--- src/rtl/trg_out_ctrl_gen.sv ---
// Trigger-output controller: merges trigger sources into accepted triggers, drives the
// active-low FEE trigger bus and check strobe, counts accepted/lost triggers.
// Optional build macro TRG_PRESCALE_EN enables the cycled-source prescaler.
module trg_out_ctrl_gen #(
    parameter int N_SRC           = 3,
    parameter int N_BUSY          = 3,
    parameter int N_OUT           = 14,
    parameter int TRG_PULSE_WIDTH = 20,
    parameter int CHK_PULSE_WIDTH = 50,
    parameter int DT_W            = 8,
    parameter int CNT_W           = 16
) (
    input  logic               clk_in,
    input  logic               rst_in,
    input  logic [N_SRC-1:0]   trg_src_in,
    input  logic [N_SRC-1:0]   src_enb_in,
    input  logic               trg_enb_in,
    input  logic [N_BUSY-1:0]  busy_in,
    input  logic [N_BUSY-1:0]  busy_mask_in,
    input  logic               busy_ignore_in,
    input  logic [DT_W-1:0]    trg_dead_time_in,
    input  logic [N_OUT-1:0]   out_enb_in,
    input  logic [CNT_W-1:0]   prescale_in,
    input  logic               cnt_clr_in,
    output logic [N_OUT-1:0]   trg_out_N,
    output logic               chk_out,
    output logic               eff_trg_out,
    output logic [N_SRC-1:0]   trg_type_out,
    output logic [CNT_W-1:0]   eff_trg_cnt_out,
    output logic [CNT_W-1:0]   lost_trg_cnt_out,
    output logic               daq_busy_out
);
    localparam logic [1:0] IDLE = 2'd0;
    localparam logic [1:0] TRG  = 2'd1;
    localparam logic [1:0] CHK  = 2'd2;
    localparam logic [1:0] DEAD = 2'd3;

    localparam int P_MAX = (TRG_PULSE_WIDTH > CHK_PULSE_WIDTH) ? TRG_PULSE_WIDTH : CHK_PULSE_WIDTH;
    localparam int T_MAX = (P_MAX > (1 << DT_W)) ? P_MAX : (1 << DT_W);
    localparam int TW    = $clog2(T_MAX + 1);

    logic [1:0]       state;
    logic [TW-1:0]    tmr;
    logic [N_SRC-1:0] src_d;
    logic [N_SRC-1:0] edge_raw;
    logic [N_SRC-1:0] edge_vec;
    logic             qbusy;
    logic             fire;
    logic             ready;
    logic             accept;
    logic             lost;

    assign edge_raw = trg_src_in & ~src_d & src_enb_in;

`ifdef TRG_PRESCALE_EN
    logic [CNT_W-1:0] presc_cnt;
    logic [CNT_W-1:0] presc_d;
    logic             presc_pass;

    assign presc_pass = (prescale_in <= CNT_W'(1)) || (presc_cnt == prescale_in - CNT_W'(1));

    always_comb begin
        edge_vec            = edge_raw;
        edge_vec[N_SRC-1]   = edge_raw[N_SRC-1] & presc_pass;
    end

    // Counter restarts whenever the prescale setting is changed
    always_ff @(posedge clk_in or posedge rst_in) begin
        if (rst_in) begin
            presc_cnt <= '0;
            presc_d   <= '0;
        end else begin
            presc_d <= prescale_in;
            if (prescale_in != presc_d)
                presc_cnt <= '0;
            else if (edge_raw[N_SRC-1])
                presc_cnt <= presc_pass ? '0 : presc_cnt + CNT_W'(1);
        end
    end
`else
    logic unused_prescale;
    assign unused_prescale = ^prescale_in;
    assign edge_vec        = edge_raw;
`endif

    assign qbusy = (|(busy_in & ~busy_mask_in)) & ~busy_ignore_in;
    assign fire  = (|edge_vec) & trg_enb_in;
    // The last CHK/DEAD clock already counts as ready so the re-arm interval is pulse+chk+dead
    assign ready = (state == IDLE) ||
                   ((state == DEAD) && (tmr == '0)) ||
                   ((state == CHK) && (tmr == '0) && (trg_dead_time_in == '0));
    assign accept       = fire & ready & ~qbusy;
    assign lost         = fire & ~accept;
    assign daq_busy_out = (state != IDLE) | qbusy;

    always_ff @(posedge clk_in or posedge rst_in) begin
        if (rst_in) src_d <= '0;
        else        src_d <= trg_src_in;
    end

    always_ff @(posedge clk_in or posedge rst_in) begin
        if (rst_in) begin
            eff_trg_cnt_out  <= '0;
            lost_trg_cnt_out <= '0;
        end else if (cnt_clr_in) begin
            eff_trg_cnt_out  <= '0;
            lost_trg_cnt_out <= '0;
        end else begin
            if (accept) eff_trg_cnt_out  <= eff_trg_cnt_out + CNT_W'(1);
            if (lost)   lost_trg_cnt_out <= lost_trg_cnt_out + CNT_W'(1);
        end
    end

    always_ff @(posedge clk_in or posedge rst_in) begin
        if (rst_in) begin
            state        <= IDLE;
            tmr          <= '0;
            trg_out_N    <= '1;
            chk_out      <= 1'b0;
            eff_trg_out  <= 1'b0;
            trg_type_out <= '0;
        end else begin
            eff_trg_out <= 1'b0;
            if (accept) begin
                state        <= TRG;
                tmr          <= TW'(TRG_PULSE_WIDTH - 1);
                eff_trg_out  <= 1'b1;
                trg_type_out <= edge_vec;
                trg_out_N    <= ~out_enb_in;
                chk_out      <= 1'b0;
            end else begin
                case (state)
                    TRG: begin
                        if (tmr == '0) begin
                            state     <= CHK;
                            tmr       <= TW'(CHK_PULSE_WIDTH - 1);
                            trg_out_N <= '1;
                            chk_out   <= 1'b1;
                        end else begin
                            tmr <= tmr - TW'(1);
                        end
                    end
                    CHK: begin
                        if (tmr == '0) begin
                            chk_out <= 1'b0;
                            if (trg_dead_time_in == '0) begin
                                state <= IDLE;
                            end else begin
                                state <= DEAD;
                                tmr   <= TW'(trg_dead_time_in) - TW'(1);
                            end
                        end else begin
                            tmr <= tmr - TW'(1);
                        end
                    end
                    DEAD: begin
                        if (tmr == '0) state <= IDLE;
                        else           tmr   <= tmr - TW'(1);
                    end
                    default: state <= IDLE;
                endcase
            end
        end
    end
endmodule

--- config.mk ---
export PLATFORM = sky130hd
export DESIGN_NAME = trg_out_ctrl_gen
export DESIGN_NICKNAME = d
export VERILOG_FILES = /design/src/rtl/trg_out_ctrl_gen.sv
export SDC_FILE = /design/constraint.sdc
export NUM_CORES = 1
export LEC_CHECK = 0
export BUFFER_PORTS_ARGS = -buffer_cell sky130_fd_sc_hd__buf_2
export CAP_MARGIN = 20
export CORE_ASPECT_RATIO = 0.8
export CORE_UTILIZATION = 27
export DETAILED_ROUTE_END_ITERATION = 16
export PLACE_DENSITY = 0.53
export SYNTH_ARGS = -nofsm -noshare
export SYNTH_HDL_FRONTEND = slang
export SYNTH_SLANG_ARGS = --single-unit
--- constraint.sdc ---
create_clock -name clk_in -period 3.2 [get_ports clk_in]
set_input_delay 0.48 -clock clk_in [delete_from_list [all_inputs] [get_ports clk_in]]
set_output_delay 0.48 -clock clk_in [all_outputs]
set_load 0.02 [all_outputs]
## Yosys cells after proc, flatten, opt, wreduce, memory -nomap -nowiden

Cells that the tools add are included.

- Bits in registers: 65
- Output and inout port bits: 52
- Logic and storage cells: 81

- Add/sub/neg operators: 4
- Equal/unequal tests: 8
- Mux-type cells: 24
- Bitwise logic cells: 15
- Reduce and logical (&&, ||, !) cells: 21

Operators by type and width:

| kind | count |
|---|---|
| $mux W16 | 4 |
| $mux W9 | 5 |
| $mux W14 | 3 |
| $add A16 B1 Y16 const B | 2 |
| $pmux W9 S3 | 1 |
| $not A14 Y14 | 1 |
| $mux W2 | 5 |
| $reduce_bool A2 Y1 | 5 |
| $and A3 B3 Y3 | 3 |
| $logic_not A9 Y1 | 1 |
| $ne A3 B3 Y1 const B | 3 |
| $reduce_and A3 Y1 | 3 |
| $sub A8 B1 Y9 const B | 1 |
| $sub A9 B1 Y9 const B | 1 |
| $logic_not A8 Y1 | 1 |
| $not A3 Y3 | 2 |
| $pmux W2 S3 | 1 |
| $reduce_or A3 Y1 | 2 |
| $and A1 B1 Y1 | 5 |
| $eq A2 B2 Y1 const B | 2 |
| $mux W1 | 4 |
| $ne A4 B4 Y1 const B | 1 |
| $reduce_bool A4 Y1 | 1 |
| $logic_and A1 B1 Y1 | 3 |
| 9 further kinds | 12 |

## Depth between registers and ports, before layout

- Depth after elaboration: 11
- Mapped depth: 10

## Least setup slack after synthesis

OpenSTA, ideal clock, no wires.

- Path type: reg2reg
- Start: reg state[0]
- End: reg eff_trg_cnt_out[11]
- Arrival: 2,299 ps
- Path slack: 777 ps
- Cell stages (with the launch flop): 9
- Buffers on the path: 1
- Clock period less this slack: 2,423 ps
- Cell sequence: dfrtp_1 -> inv_1 -> ha_1 -> nor4b_4 -> a311oi_1 -> or4_4 -> buf_6 -> nor4_1 -> mux2_2

- Longest elaborated chain between the ends: 7
- Elaborated cells on any way between the ends: 11
- Classes of those cells: 2 x eq/ne; 2 x bitwise; 7 x reduce/logical

Ends and longest elaborated chain:

| item | line | RTL |
|---|---|---|
| start, declared | 42 | `logic [1:0] state;` |
| start signal, assigned | 116 | `state <= IDLE;` |
| start signal, assigned | 125 | `state <= TRG;` |
| start signal, assigned | 135 | `state <= CHK;` |
| $eq A2 B2 Y1, on equally long branches | 90, 91 |  |
| $logic_and A1 B1 Y1, on equally long branches | 90, 91 |  |
| $logic_or A1 B1 Y1 or $logic_and A1 B1 Y1 (tied branches) | 89, 91 |  |
| $logic_or A1 B1 Y1 * | 90 | `((state == DEAD) && (tmr == '0)) \|\|` |
| $and A1 B1 Y1 * (2 in series) | 92 | `assign accept = fire & ready & ~qbusy;` |
| $reduce_bool A2 Y1 (no line) * | - |  |
| end signal, assigned | 109 | `if (accept) eff_trg_cnt_out <= eff_trg_cnt_out + CNT_W'(1);` |
| end, declared | 29 | `output logic [CNT_W-1:0] eff_trg_cnt_out,` |

Every way passes the cells marked *; elsewhere a longest branch is shown, timed or not.
A chain may end at the register's enable or synchronous reset.

## Final worst setup path

- Start: reg state[0]
- End: reg lost_trg_cnt_out[10]

- Longest elaborated chain between the ends: 9
- Elaborated cells on any way between the ends: 13
- Classes of those cells: 2 x eq/ne; 4 x bitwise; 7 x reduce/logical

Ends and longest elaborated chain:

| item | line | RTL |
|---|---|---|
| $eq A2 B2 Y1, on equally long branches | 90, 91 |  |
| $logic_and A1 B1 Y1, on equally long branches | 90, 91 |  |
| $logic_or A1 B1 Y1 or $logic_and A1 B1 Y1 (tied branches) | 89, 91 |  |
| $logic_or A1 B1 Y1 * | 90 |  |
| $and A1 B1 Y1 * (2 in series) | 92 |  |
| $not A1 Y1 * | 93 | `assign lost = fire & ~accept;` |
| $and A1 B1 Y1 * | 93 |  |
| $reduce_bool A2 Y1 (no line) * | - |  |
| end signal, assigned | 110 | `if (lost) lost_trg_cnt_out <= lost_trg_cnt_out + CNT_W'(1);` |
| end, declared | 30 | `output logic [CNT_W-1:0] lost_trg_cnt_out,` |

Marked as above.

==> out/qor.yml <==
outcome: "finished clean"
whs_ps: 269.6
cts_resized: 0
post_cts_buffers: 0
pwr-share-comb: 0.223
synth_top_area_frac: 0.3580
slew_violations: 0
htree_levels: 3
fin_crit_sh: 0.8794
port_buffers: 90
seqCellArea_mm2: 0.001644
r2r_start: "state[0]"
cts_buffers: 9
die_y_um: 104.8
crit_chain: "inv_1 > ha_1 > nor4b_4 > a311oi_1 > or4_4 > buf_4 > clkinv_1 > o41ai_1 > a21oi_1"
final_antenna_net_count: 0
grt_pass1_wl_um: 15770
syn_nets: 431
clockPowerShare: 0.375
grt_usage: 0.1481
crit_arrival_ps: 2990
first_global_vias: 3132
rows: 37
hold_violations: 0
synth_warnings: 0
avgSynthCellArea_um2: 9.713
ys.flop_type: "dfrtp_1"
syn_inst: 367
clkSlewWorstSetupHoldPaths_ps: 60
mappedNetlistArea_mm2: 0.003565
routed_wirelength_um: 9495
nets: 526
grt_overflow: 0
hold_buffers: 0
cts_sinks: 65
dieArea_mm2: 0.01367
startpoint_type: "flop"
rrSetupSlack_ps: 390
drc: 0
reg2reg_depth: 9
final_core_util: 0.3562
ir_drop_mv: 0.3820
hold_path_depth: 1
multiInputGateArea_mm2: 0.001784
synth_edf_count: 0
hp-class: "in -> reg"
cp-end-kind: "flop"
clk_latency_ps: 330
yosysTopAreaCell: "dfrtp_1"
wl_per_cell_um: 14.79
yosys-top-cells-area: "dfrtp_1 (36%), dfstp_2 (10%), a21oi_1 (4.2%)"
setup_tns_ps: 0
p_int_uw: 1907
ys_ff_latch: 65
crit_type: "reg -> reg"
drive_gt1_frac: 0.3148
crit_path_max_fanout: 31
p_leak_uw: 0.001977
pwr-share-seq: 0.402
antenna_found_initial: 0
cts_tree: "done"
vias: 3279
start_util: 0.2770
max_freq_mhz: 355.4
routabilityCongestion: 0.8259
required_ps: 3380
dr.first_iter.drc_count: 215
p_switching_uw: 818.7
setup_viol: 0
seq_area_frac_synth: 0.4612
grt_max_degree: 36
hp-start: "trg_src_in[2]"
rsz0062_at_grt: "no"
fp.dieW_um: 130.5
synthArstFlopShare: 1.000
p_sw_frac: 0.3003
area_delta_synth_final_pct: 28.61
ios: 107
slowest_stage: "or4_4"
cts-root-buf: "clkbuf_16"
slew_headroom: 0.4761
dp_slack_ps: 283.6
clock_path_buffers: 2
r2r_end: "lost_trg_cnt_out[10]"
core_mm2: 0.01287
worstSetupStartpoint: "state[0]"
power_density_mw_per_mm2: 594.6
cpPeakStageDelay_ps: 410
n_antenna_cell: 0
finClkSkew_ps: 12.29
dr.pass1.iters: 4
dp_hpwl_um: 6870
fillCellCount: 1366
viasPerCell: 5.107
synth_cell_types: 52
stdcell_count: 642
layout_min_cycle_time_ps: 2814
fin_ws_ps: 385.9
max_cap_violations: 0
hold_end: "src_d[2]"
dpl.cell_count: 626
tightest_slew_ps: 784.6
critical path, delay by kind of cell (launching register included):
kind / cells / cell delay, ps
buf+inv: 3 / 590
compound gates: 3 / 900
fa+ha+maj: 1 / 240
simple gates: 2 / 560
flops: 1 / 380
layout make-up:
type,count,share of cell area
flip-flops and latches,65,0.3586
well taps,175,0.04776
clock inverters,5,0.01337
clock buffers,11,0.05540
multi-input cells,268,0.3892
repair buffers,101,0.1217
inverters,17,0.01392
power by group through the flow:
stage                     clock, uW  sequential [uW]  combinational, uW
after floorplan                   0             1210                299
after global placement            0             1100                607
after detailed placement          0             1100                615
after CTS                      1050             1100                613
after global routing           1090             1120                664
final                          1020             1100                608
state kept, by name (all words and copies together) (netlist names):
register and flops:
chk_out 1, tmr 9, trg_out_N 14, eff_trg_out 1, lost_trg_cnt_out 16, eff_trg_cnt_out 16
trg_type_out 3, src_d 3, state 2
through the flow:
step / total power (uW) / instance area (um^2)
floorplan: 1506 / 3565
global placement: 1710 / 4269
detailed placement: 1717 / 4269
CTS: 2765 / 4584
global route: 2876 / 4584
finish: 2726 / 4584
cells by family after synthesis:
kind of cell / synth area share
AO/OA/AOI/OAI: 0.2046
XOR/XNOR: 0.01228
adder cells (fa/ha/maj): 0.03159
buffers and inverters: 0.03966
flip-flops: 0.4612
multiplexers: 0.02668
AND/OR/NAND/NOR: 0.2239
Yosys cell counts, drive strengths merged (4+ instances only):
library cell / instances
ha: 9
o22ai: 5
or3: 15
o21ai: 16
dfstp: 14
nand2: 27
mux2: 4
a21oi: 30
nor4: 7
buf: 6
nand4: 5
or4: 14
a2bb2oi: 14
xnor2: 4
mux2i: 5
o31ai: 17
a31oi: 4
dfrtp: 51
clkbuf: 11
o41ai: 4
inv: 16
nand3: 19
nor3: 10
nor2: 17
per-layer routing:
layer,track usage,part of all wire,vias to the layer above
met5,0,0,-
met1,0.2080,0.48,1593
met3,0.05428,0.072,4
li1,-,-,1598
met2,0.2158,0.44,84
met4,0.03038,0.0045,0
placed cells by master, fill, tap and decap left out, types with 4 or more instances in the layout:
master,Yosys,final
nand2_1,27,27
buf_4,0,9
nor2_1,17,17
dfrtp_1,51,51
or3_1,15,15
mux2_2,4,4
mux2i_1,5,5
a31oi_1,4,4
nand3_1,19,19
nand4_1,5,5
ha_1,9,9
a2bb2oi_1,14,14
o21ai_0,16,16
dfstp_2,14,14
or4_1,13,13
o31ai_1,17,16
inv_1,16,15
nor3_1,10,10
o41ai_1,4,4
a21oi_1,30,30
clkbuf_16,0,10
nor4_1,6,6
buf_2,5,90
xnor2_1,4,4
o22ai_1,5,5
worst max-delay path by stage:
stage                           end  cells past startpoint
6_report       lost_trg_cnt_out[10]                      9
5_1_grt        lost_trg_cnt_out[10]                      9
4_1_cts        lost_trg_cnt_out[10]                      9
3_5_place_dp   lost_trg_cnt_out[10]                      9
3_3_place_gp   lost_trg_cnt_out[10]                      9
2_1_floorplan   eff_trg_cnt_out[11]                      8
Power figures use the tool's default switching activity.
